### src/rtl/swap_buffer.sv
// Ping-pong frame buffer: back bank takes writes/clears, front bank is read by the display.
// Define SWAP_BUFFER_DEPTH_TEST_EN for compare-and-write (z-buffer) writes with a DRAIN state.
module swap_buffer #(
  parameter int WIDTH = 16,
  parameter int DEPTH = 32,
  localparam int ADDR_WIDTH = $clog2(DEPTH)
) (
  input  logic                  clk,
  input  logic                  rst,
  input  logic                  write_enable,
  input  logic [ADDR_WIDTH-1:0] addr_write,
  input  logic [WIDTH-1:0]      data_in,
  input  logic                  clear,
  input  logic [WIDTH-1:0]      clear_value,
  input  logic                  swap,
  input  logic [ADDR_WIDTH-1:0] addr_read,
  output logic [WIDTH-1:0]      data_out,
  output logic                  ready,
  output logic                  front_bank,
  output logic                  swap_pending,
  output logic [1:0]            dbg_state
);

  localparam logic [ADDR_WIDTH:0]   DEPTH_W = (ADDR_WIDTH + 1)'(DEPTH);
  localparam logic [ADDR_WIDTH-1:0] LAST    = ADDR_WIDTH'(DEPTH - 1);

`ifdef SWAP_BUFFER_DEPTH_TEST_EN
  typedef enum logic [1:0] {S_IDLE = 2'd0, S_CLEARING = 2'd1, S_DRAIN = 2'd2} state_t;
`else
  typedef enum logic [1:0] {S_IDLE = 2'd0, S_CLEARING = 2'd1} state_t;
`endif

  state_t                state_q, state_d;
  logic                  front_q, front_d;
  logic                  pend_q, pend_d;
  logic [ADDR_WIDTH-1:0] cnt_q, cnt_d;
  logic [WIDTH-1:0]      cval_q, cval_d;
  logic [WIDTH-1:0]      dout_q;
  logic [WIDTH-1:0]      mem_q [2][DEPTH];

  logic                  mem_we;
  logic                  mem_bank;
  logic [ADDR_WIDTH-1:0] mem_addr;
  logic [WIDTH-1:0]      mem_wdata;
  logic                  wr_ok, rd_ok;

  assign wr_ok = ({1'b0, addr_write} < DEPTH_W);
  assign rd_ok = ({1'b0, addr_read} < DEPTH_W);

`ifdef SWAP_BUFFER_DEPTH_TEST_EN
  logic                  s2_valid_q, s2_bank_q;
  logic [ADDR_WIDTH-1:0] s2_addr_q;
  logic [WIDTH-1:0]      s2_data_q, s2_rd_q, s2_cur;
  logic                  fwd_valid_q, fwd_bank_q;
  logic [ADDR_WIDTH-1:0] fwd_addr_q;
  logic [WIDTH-1:0]      fwd_val_q;
  logic                  s2_wr;
  logic                  drain_swap_q, drain_swap_d, drain_clear_q, drain_clear_d;

  // The stage-1 read cannot see the write retiring on the same edge, so forward it.
  assign s2_cur = (fwd_valid_q && fwd_addr_q == s2_addr_q && fwd_bank_q == s2_bank_q)
                  ? fwd_val_q : s2_rd_q;
  assign s2_wr  = s2_valid_q && (s2_data_q < s2_cur);
`endif

  // ready=1 means write_enable/clear/swap presented this cycle are taken at the next edge;
  // when ready=0 writes and clears are dropped and a swap is only remembered during CLEARING.
  assign ready        = (state_q == S_IDLE);
  assign front_bank   = front_q;
  assign swap_pending = pend_q;
  assign data_out     = dout_q;
  assign dbg_state    = state_q;

  always_comb begin
    state_d   = state_q;
    front_d   = front_q;
    pend_d    = pend_q;
    cnt_d     = cnt_q;
    cval_d    = cval_q;
    mem_we    = 1'b0;
    mem_bank  = ~front_q;
    mem_addr  = addr_write;
    mem_wdata = data_in;
`ifdef SWAP_BUFFER_DEPTH_TEST_EN
    drain_swap_d  = drain_swap_q;
    drain_clear_d = drain_clear_q;
`endif
    case (state_q)
      S_IDLE: begin
`ifdef SWAP_BUFFER_DEPTH_TEST_EN
        if ((swap || clear) && s2_valid_q) begin
          state_d       = S_DRAIN;
          drain_swap_d  = swap;
          drain_clear_d = clear;
          if (clear) cval_d = clear_value;
        end else begin
`else
        begin
          mem_we = write_enable && wr_ok;
`endif
          if (swap) front_d = ~front_q;
          if (clear) begin
            state_d = S_CLEARING;
            cnt_d   = '0;
            cval_d  = clear_value;
          end
        end
      end
      S_CLEARING: begin
        mem_we    = 1'b1;
        mem_addr  = cnt_q;
        mem_wdata = cval_q;
        if (swap) pend_d = 1'b1;
        if (cnt_q == LAST) begin
          state_d = S_IDLE;
          pend_d  = 1'b0;
          if (pend_q || swap) front_d = ~front_q;
        end else begin
          cnt_d = cnt_q + 1'b1;
        end
      end
`ifdef SWAP_BUFFER_DEPTH_TEST_EN
      S_DRAIN: begin
        if (drain_swap_q) front_d = ~front_q;
        if (drain_clear_q) begin
          state_d = S_CLEARING;
          cnt_d   = '0;
        end else begin
          state_d = S_IDLE;
        end
      end
`endif
      default: state_d = S_IDLE;
    endcase
`ifdef SWAP_BUFFER_DEPTH_TEST_EN
    if (s2_wr && state_q != S_CLEARING) begin
      mem_we    = 1'b1;
      mem_bank  = s2_bank_q;
      mem_addr  = s2_addr_q;
      mem_wdata = s2_data_q;
    end
`endif
  end

  always_ff @(posedge clk or posedge rst) begin
    if (rst) begin
      state_q <= S_IDLE;
      front_q <= 1'b0;
      pend_q  <= 1'b0;
      cnt_q   <= '0;
      cval_q  <= '0;
      dout_q  <= '0;
    end else begin
      state_q <= state_d;
      front_q <= front_d;
      pend_q  <= pend_d;
      cnt_q   <= cnt_d;
      cval_q  <= cval_d;
      dout_q  <= rd_ok ? mem_q[front_q][addr_read] : '0;
    end
  end

  // Bank storage is deliberately not reset.
  always_ff @(posedge clk) begin
    if (mem_we) mem_q[mem_bank][mem_addr] <= mem_wdata;
`ifdef SWAP_BUFFER_DEPTH_TEST_EN
    if (wr_ok) s2_rd_q <= mem_q[~front_q][addr_write];
`endif
  end

`ifdef SWAP_BUFFER_DEPTH_TEST_EN
  always_ff @(posedge clk or posedge rst) begin
    if (rst) begin
      s2_valid_q    <= 1'b0;
      s2_bank_q     <= 1'b0;
      s2_addr_q     <= '0;
      s2_data_q     <= '0;
      fwd_valid_q   <= 1'b0;
      fwd_bank_q    <= 1'b0;
      fwd_addr_q    <= '0;
      fwd_val_q     <= '0;
      drain_swap_q  <= 1'b0;
      drain_clear_q <= 1'b0;
    end else begin
      s2_valid_q    <= (state_q == S_IDLE) && write_enable && wr_ok;
      s2_bank_q     <= ~front_q;
      s2_addr_q     <= addr_write;
      s2_data_q     <= data_in;
      fwd_valid_q   <= s2_valid_q;
      fwd_bank_q    <= s2_bank_q;
      fwd_addr_q    <= s2_addr_q;
      fwd_val_q     <= s2_wr ? s2_data_q : s2_cur;
      drain_swap_q  <= drain_swap_d;
      drain_clear_q <= drain_clear_d;
    end
  end
`endif

endmodule
### config.mk
export PLATFORM = sky130hd
export DESIGN_NAME = swap_buffer
export DESIGN_NICKNAME = d
export VERILOG_FILES = /design/src/rtl/swap_buffer.sv
export SDC_FILE = /design/constraint.sdc
export NUM_CORES = 1
export LEC_CHECK = 0
export CORE_MARGIN = 5
export CORE_UTILIZATION = 60
export DETAILED_ROUTE_END_ITERATION = 10
export GPL_ROUTABILITY_DRIVEN = 0
export PLACE_DENSITY = 0.77
export SKIP_CTS_REPAIR_TIMING = 1
export SLEW_MARGIN = 30
export SYNTH_ARGS = -nofsm -noshare
export SYNTH_HDL_FRONTEND = slang
export SYNTH_SLANG_ARGS = --single-unit
### constraint.sdc
create_clock -name clk -period 7.98 [get_ports clk]
set_input_delay 1.197 -clock clk [delete_from_list [all_inputs] [get_ports clk]]
set_output_delay 1.197 -clock clk [all_outputs]
set_load 0.01 [all_outputs]
==> results.py <==
metrics = {
    "status": {
        "status": "completed",
    },
    "floorplanning": {
        "rows": 95,
        "die_x_um": 271.2,
        "num_io_pins": 68,
        "die_h_um": 271.2,
        "core_area_um2": 67400,
        "die-area_um2": 73530,
        "start_util": 0.6072,
    },
    "layout": {
        "final_common_cell": "edfxtp_1",
        "nFillCells": 4024,
        "fin_nets": 2088,
        "drive_above_1_share": 0.2555,
        "most-common-layout-cells": "edfxtp_1 (1024), mux4_2 (243), clkbuf_16 (103)",
        "area_delta_synth_final_pct": 12.43,
    },
    "placed_design": {
        "place_hpwl_um": 54390,
        "portBuffers": 66,
    },
    "grt": {
        "grt_usage": 0.2618,
        "grt_pass1_wl_um": 140700,
        "grt_antenna_before_repair": 4,
        "gr-total-overflow": 0,
        "grt_max_degree": 108,
        "grt_pass1_vias": 20510,
    },
    "critical_path": {
        "cpPeakStageDelay_ps": 700,
        "path_max_fanout": 81,
        "cp_cell_sequence": "clkbuf_8 -> buf_6 -> buf_4 -> mux4_2 -> a22oi_1 -> nand4_1 -> nand2_1 -> a211oi_1",
        "crit_type": "in -> reg",
        "timing.reg2reg.setup_slack_ps": 4450,
        "crit_arrival_ps": 4240,
        "start_kind": "primary input",
        "worst_setup_path_end_kind": "register",
        "cp_slowest_cell": "buf_6",
        "worstPathRequired_ps": 8490,
        "regToRegEndpoint": "data_out[9]$_DFF_PP0_",
        "r2r-start": "front_bank$_DFFE_PP0P_",
        "reg2reg_depth": 6,
    },
    "sta": {
        "drv_slew": 0,
        "hold_viol_final": 0,
        "skew_ps": 25.23,
        "min_period_over_period": 0.4679,
        "tightest_slew_ps": 1018,
        "max_freq_ghz": 0.2678,
        "period_needed_ps": 3734,
        "rsz0062_at_grt": "false",
        "totalNegativeSetupSlack_ps": 0,
        "slew_headroom": 0.3169,
        "finalSetupViolCount": 0,
    },
    "logic_synthesis": {
        "synth_area_per_cell_um2": 21.73,
        "synth_fp_nets": 1932,
        "synth_cell_types": 39,
        "ys_seq_area_frac": 0.7758,
        "netlist_area_um2": 40930,
        "yosysWarningCount": 0,
        "ys_ff_latch": 1064,
        "synthCells": 1883,
    },
    "drt": {
        "drt_wl_total_um": 95810,
        "drt_first_pass_iters": 6,
        "ant_nets": 0,
        "routed_via_density": 6.765,
        "vias": 20260,
        "drtIter0Drc": 2628,
        "drc": 0,
        "wl_per_cell_um": 31.99,
    },
    "clocking": {
        "cts_num_sinks": 1064,
        "clk_latency_ps": 670,
        "root_buffer": "clkbuf_16",
        "cts-buffers-inserted": 101,
        "h-tree-depth": 3,
        "cts_buffer_depth": 3,
        "path_clk_slew_ps": 70,
        "cts_tree": "done",
    },
    "hold_path": {
        "min_from": "cval_q[0]$_DFFE_PP0P_",
        "whs_endpoint": "cval_q[0]$_DFFE_PP0P_",
        "min_path_cells": 1,
        "min_path_type": "reg -> reg",
    },
    "job": {
        "cap_violations": 0,
    },
    "power_and_ir_drop": {
        "power.total_mw": 15.63,
        "p_leak_nw": 14.74,
        "vdd_drop_max_mv": 0.3735,
        "power_density_nw_per_um2": 339.6,
    },
}
[through the flow]
| step | utilization | std cells | hold slack, ps | setup slack (ps) | area, um^2 |
|---|---|---|---|---|---|
| finish | 0.6827 | 2995 | 505.6 | 4246 | 46010 |
| global route | 0.6827 | 2994 | 513.6 | 4101 | 46010 |
| CTS | 0.6825 | 2994 | 507.4 | 4265 | 46000 |
| detailed placement | 0.6358 | 2809 | 491.6 | 3608 | 42850 |
| global placement | 0.6356 | 2809 | 483.3 | 3359 | 42840 |
| floorplan | - | 1883 | 475.0 | 5056 | 40930 |
[flip-flops by register name, summed over array words and instances, names as in the netlist]
| name | count |
|---|---|
| swap_pending | 1 |
| front_bank | 1 |
| data_out | 16 |
| cval_q | 16 |
| dbg_state | 1 |
| cnt_q | 5 |
| mem_q | 1024 |
[Yosys cell counts]
| cell type | number | area [um^2] |
|---|---|---|
| edfxtp_1 | 1024 | 30750 |
| mux4_2 | 243 | 5473 |
| nor2_1 | 90 | 337.8 |
| mux2_2 | 55 | 619.3 |
| nand2_1 | 53 | 198.9 |
| mux2i_1 | 49 | 490.5 |
| dfrtp_1 | 40 | 1001 |
| a22oi_1 | 39 | 292.8 |
| buf_2 | 38 | 190.2 |
| nand3_1 | 28 | 140.1 |
| clkbuf_1 | 27 | 101.4 |
| buf_4 | 25 | 187.7 |
| a21oi_1 | 19 | 95.09 |
| o21ai_0 | 19 | 95.09 |
| a211oi_1 | 17 | 127.6 |
| a221oi_1 | 16 | 140.1 |
| nor2b_1 | 12 | 75.07 |
| nand4_1 | 11 | 68.82 |
| a211o_1 | 9 | 78.83 |
| nor3_1 | 9 | 45.04 |
| o22ai_1 | 9 | 56.30 |
| buf_1 | 7 | 26.28 |
| nand2b_1 | 7 | 43.79 |
| and3_1 | 5 | 31.28 |
| buf_6 | 5 | 56.30 |
| inv_1 | 5 | 18.77 |
| a311oi_1 | 4 | 35.03 |
| a22o_1 | 3 | 26.28 |
| and4_1 | 3 | 26.28 |
| and2_1 | 2 | 12.51 |
| ha_1 | 2 | 25.02 |
| a32o_1 | 1 | 10.01 |
| conb_1 | 1 | 3.750 |
| nand3b_1 | 1 | 7.510 |
| o32ai_1 | 1 | 8.760 |
| or2_2 | 1 | 6.260 |
| or3_1 | 1 | 6.260 |
| or3b_1 | 1 | 8.760 |
| xor2_1 | 1 | 8.760 |
[kinds of logic (layout without fill, tap and decap cells)]
logic type,after synthesis,after routing,share of synthesized area
buffers and inverters,107,345,0.01419
XOR/XNOR,1,1,0.0002140
other,1,2,0.00009163
AO/OA/AOI/OAI,137,137,0.02360
AND/OR/NAND/NOR,224,224,0.02464
flip-flops,1064,1064,0.7758
multiplexers,347,347,0.1608
adder cells (fa/ha/maj),2,2,0.0006114
[final cells by class]
class	instances	area, um^2	area share
clock inverter	57	441.7	0.009599
clock buffer	128	2701	0.05871
timing repair buffer	155	1365	0.02967
multi-input combinational	712	8636	0.1877
sequential	1064	31750	0.6901
inverter	5	21.27	0.0004623
tap	873	1092	0.02374
antenna	1	2.502	0.00005438
[critical path: cells and delay by family]
kind	cells	cell delay [ps]
buf+inv	3	1860
simple gates	2	390
compound gates	2	280
mux	1	390
[worst max-delay path by stage]
| stage | start | end | slack [ps] | cells past startpoint |
|---|---|---|---|---|
| 6_report | addr_read[0] | data_out[15]$_DFF_PP0_ | 4250 | 8 |
| 3_5_place_dp | addr_read[0] | data_out[5]$_DFF_PP0_ | 3610 | 7 |
| 4_1_cts | addr_read[0] | data_out[4]$_DFF_PP0_ | 4270 | 8 |
| 5_1_grt | addr_read[0] | data_out[4]$_DFF_PP0_ | 4100 | 8 |
| 2_1_floorplan | write_enable | mem_q[0][128]$_DFFE_PP_ | 5060 | 4 |
| 3_3_place_gp | addr_read[0] | data_out[4]$_DFF_PP0_ | 3360 | 8 |
[routing by layer]
| layer | track usage | share of wire | vias up |
|---|---|---|---|
| met5 | 0 | 0 | - |
| met4 | 0.09602 | 0.044 | 0 |
| met3 | 0.05978 | 0.10 | 252 |
| met2 | 0.4148 | 0.49 | 1271 |
| met1 | 0.3667 | 0.37 | 10550 |
| li1 | - | - | 8186 |
[power by group]
part	internal [mW]	switching, mW	leakage, nW
combinational	1.08	2.19	3.49
clock	2.58	2.00	1.54
sequential	7.56	0.218	9.71
(Power assumes the default switching activity.)
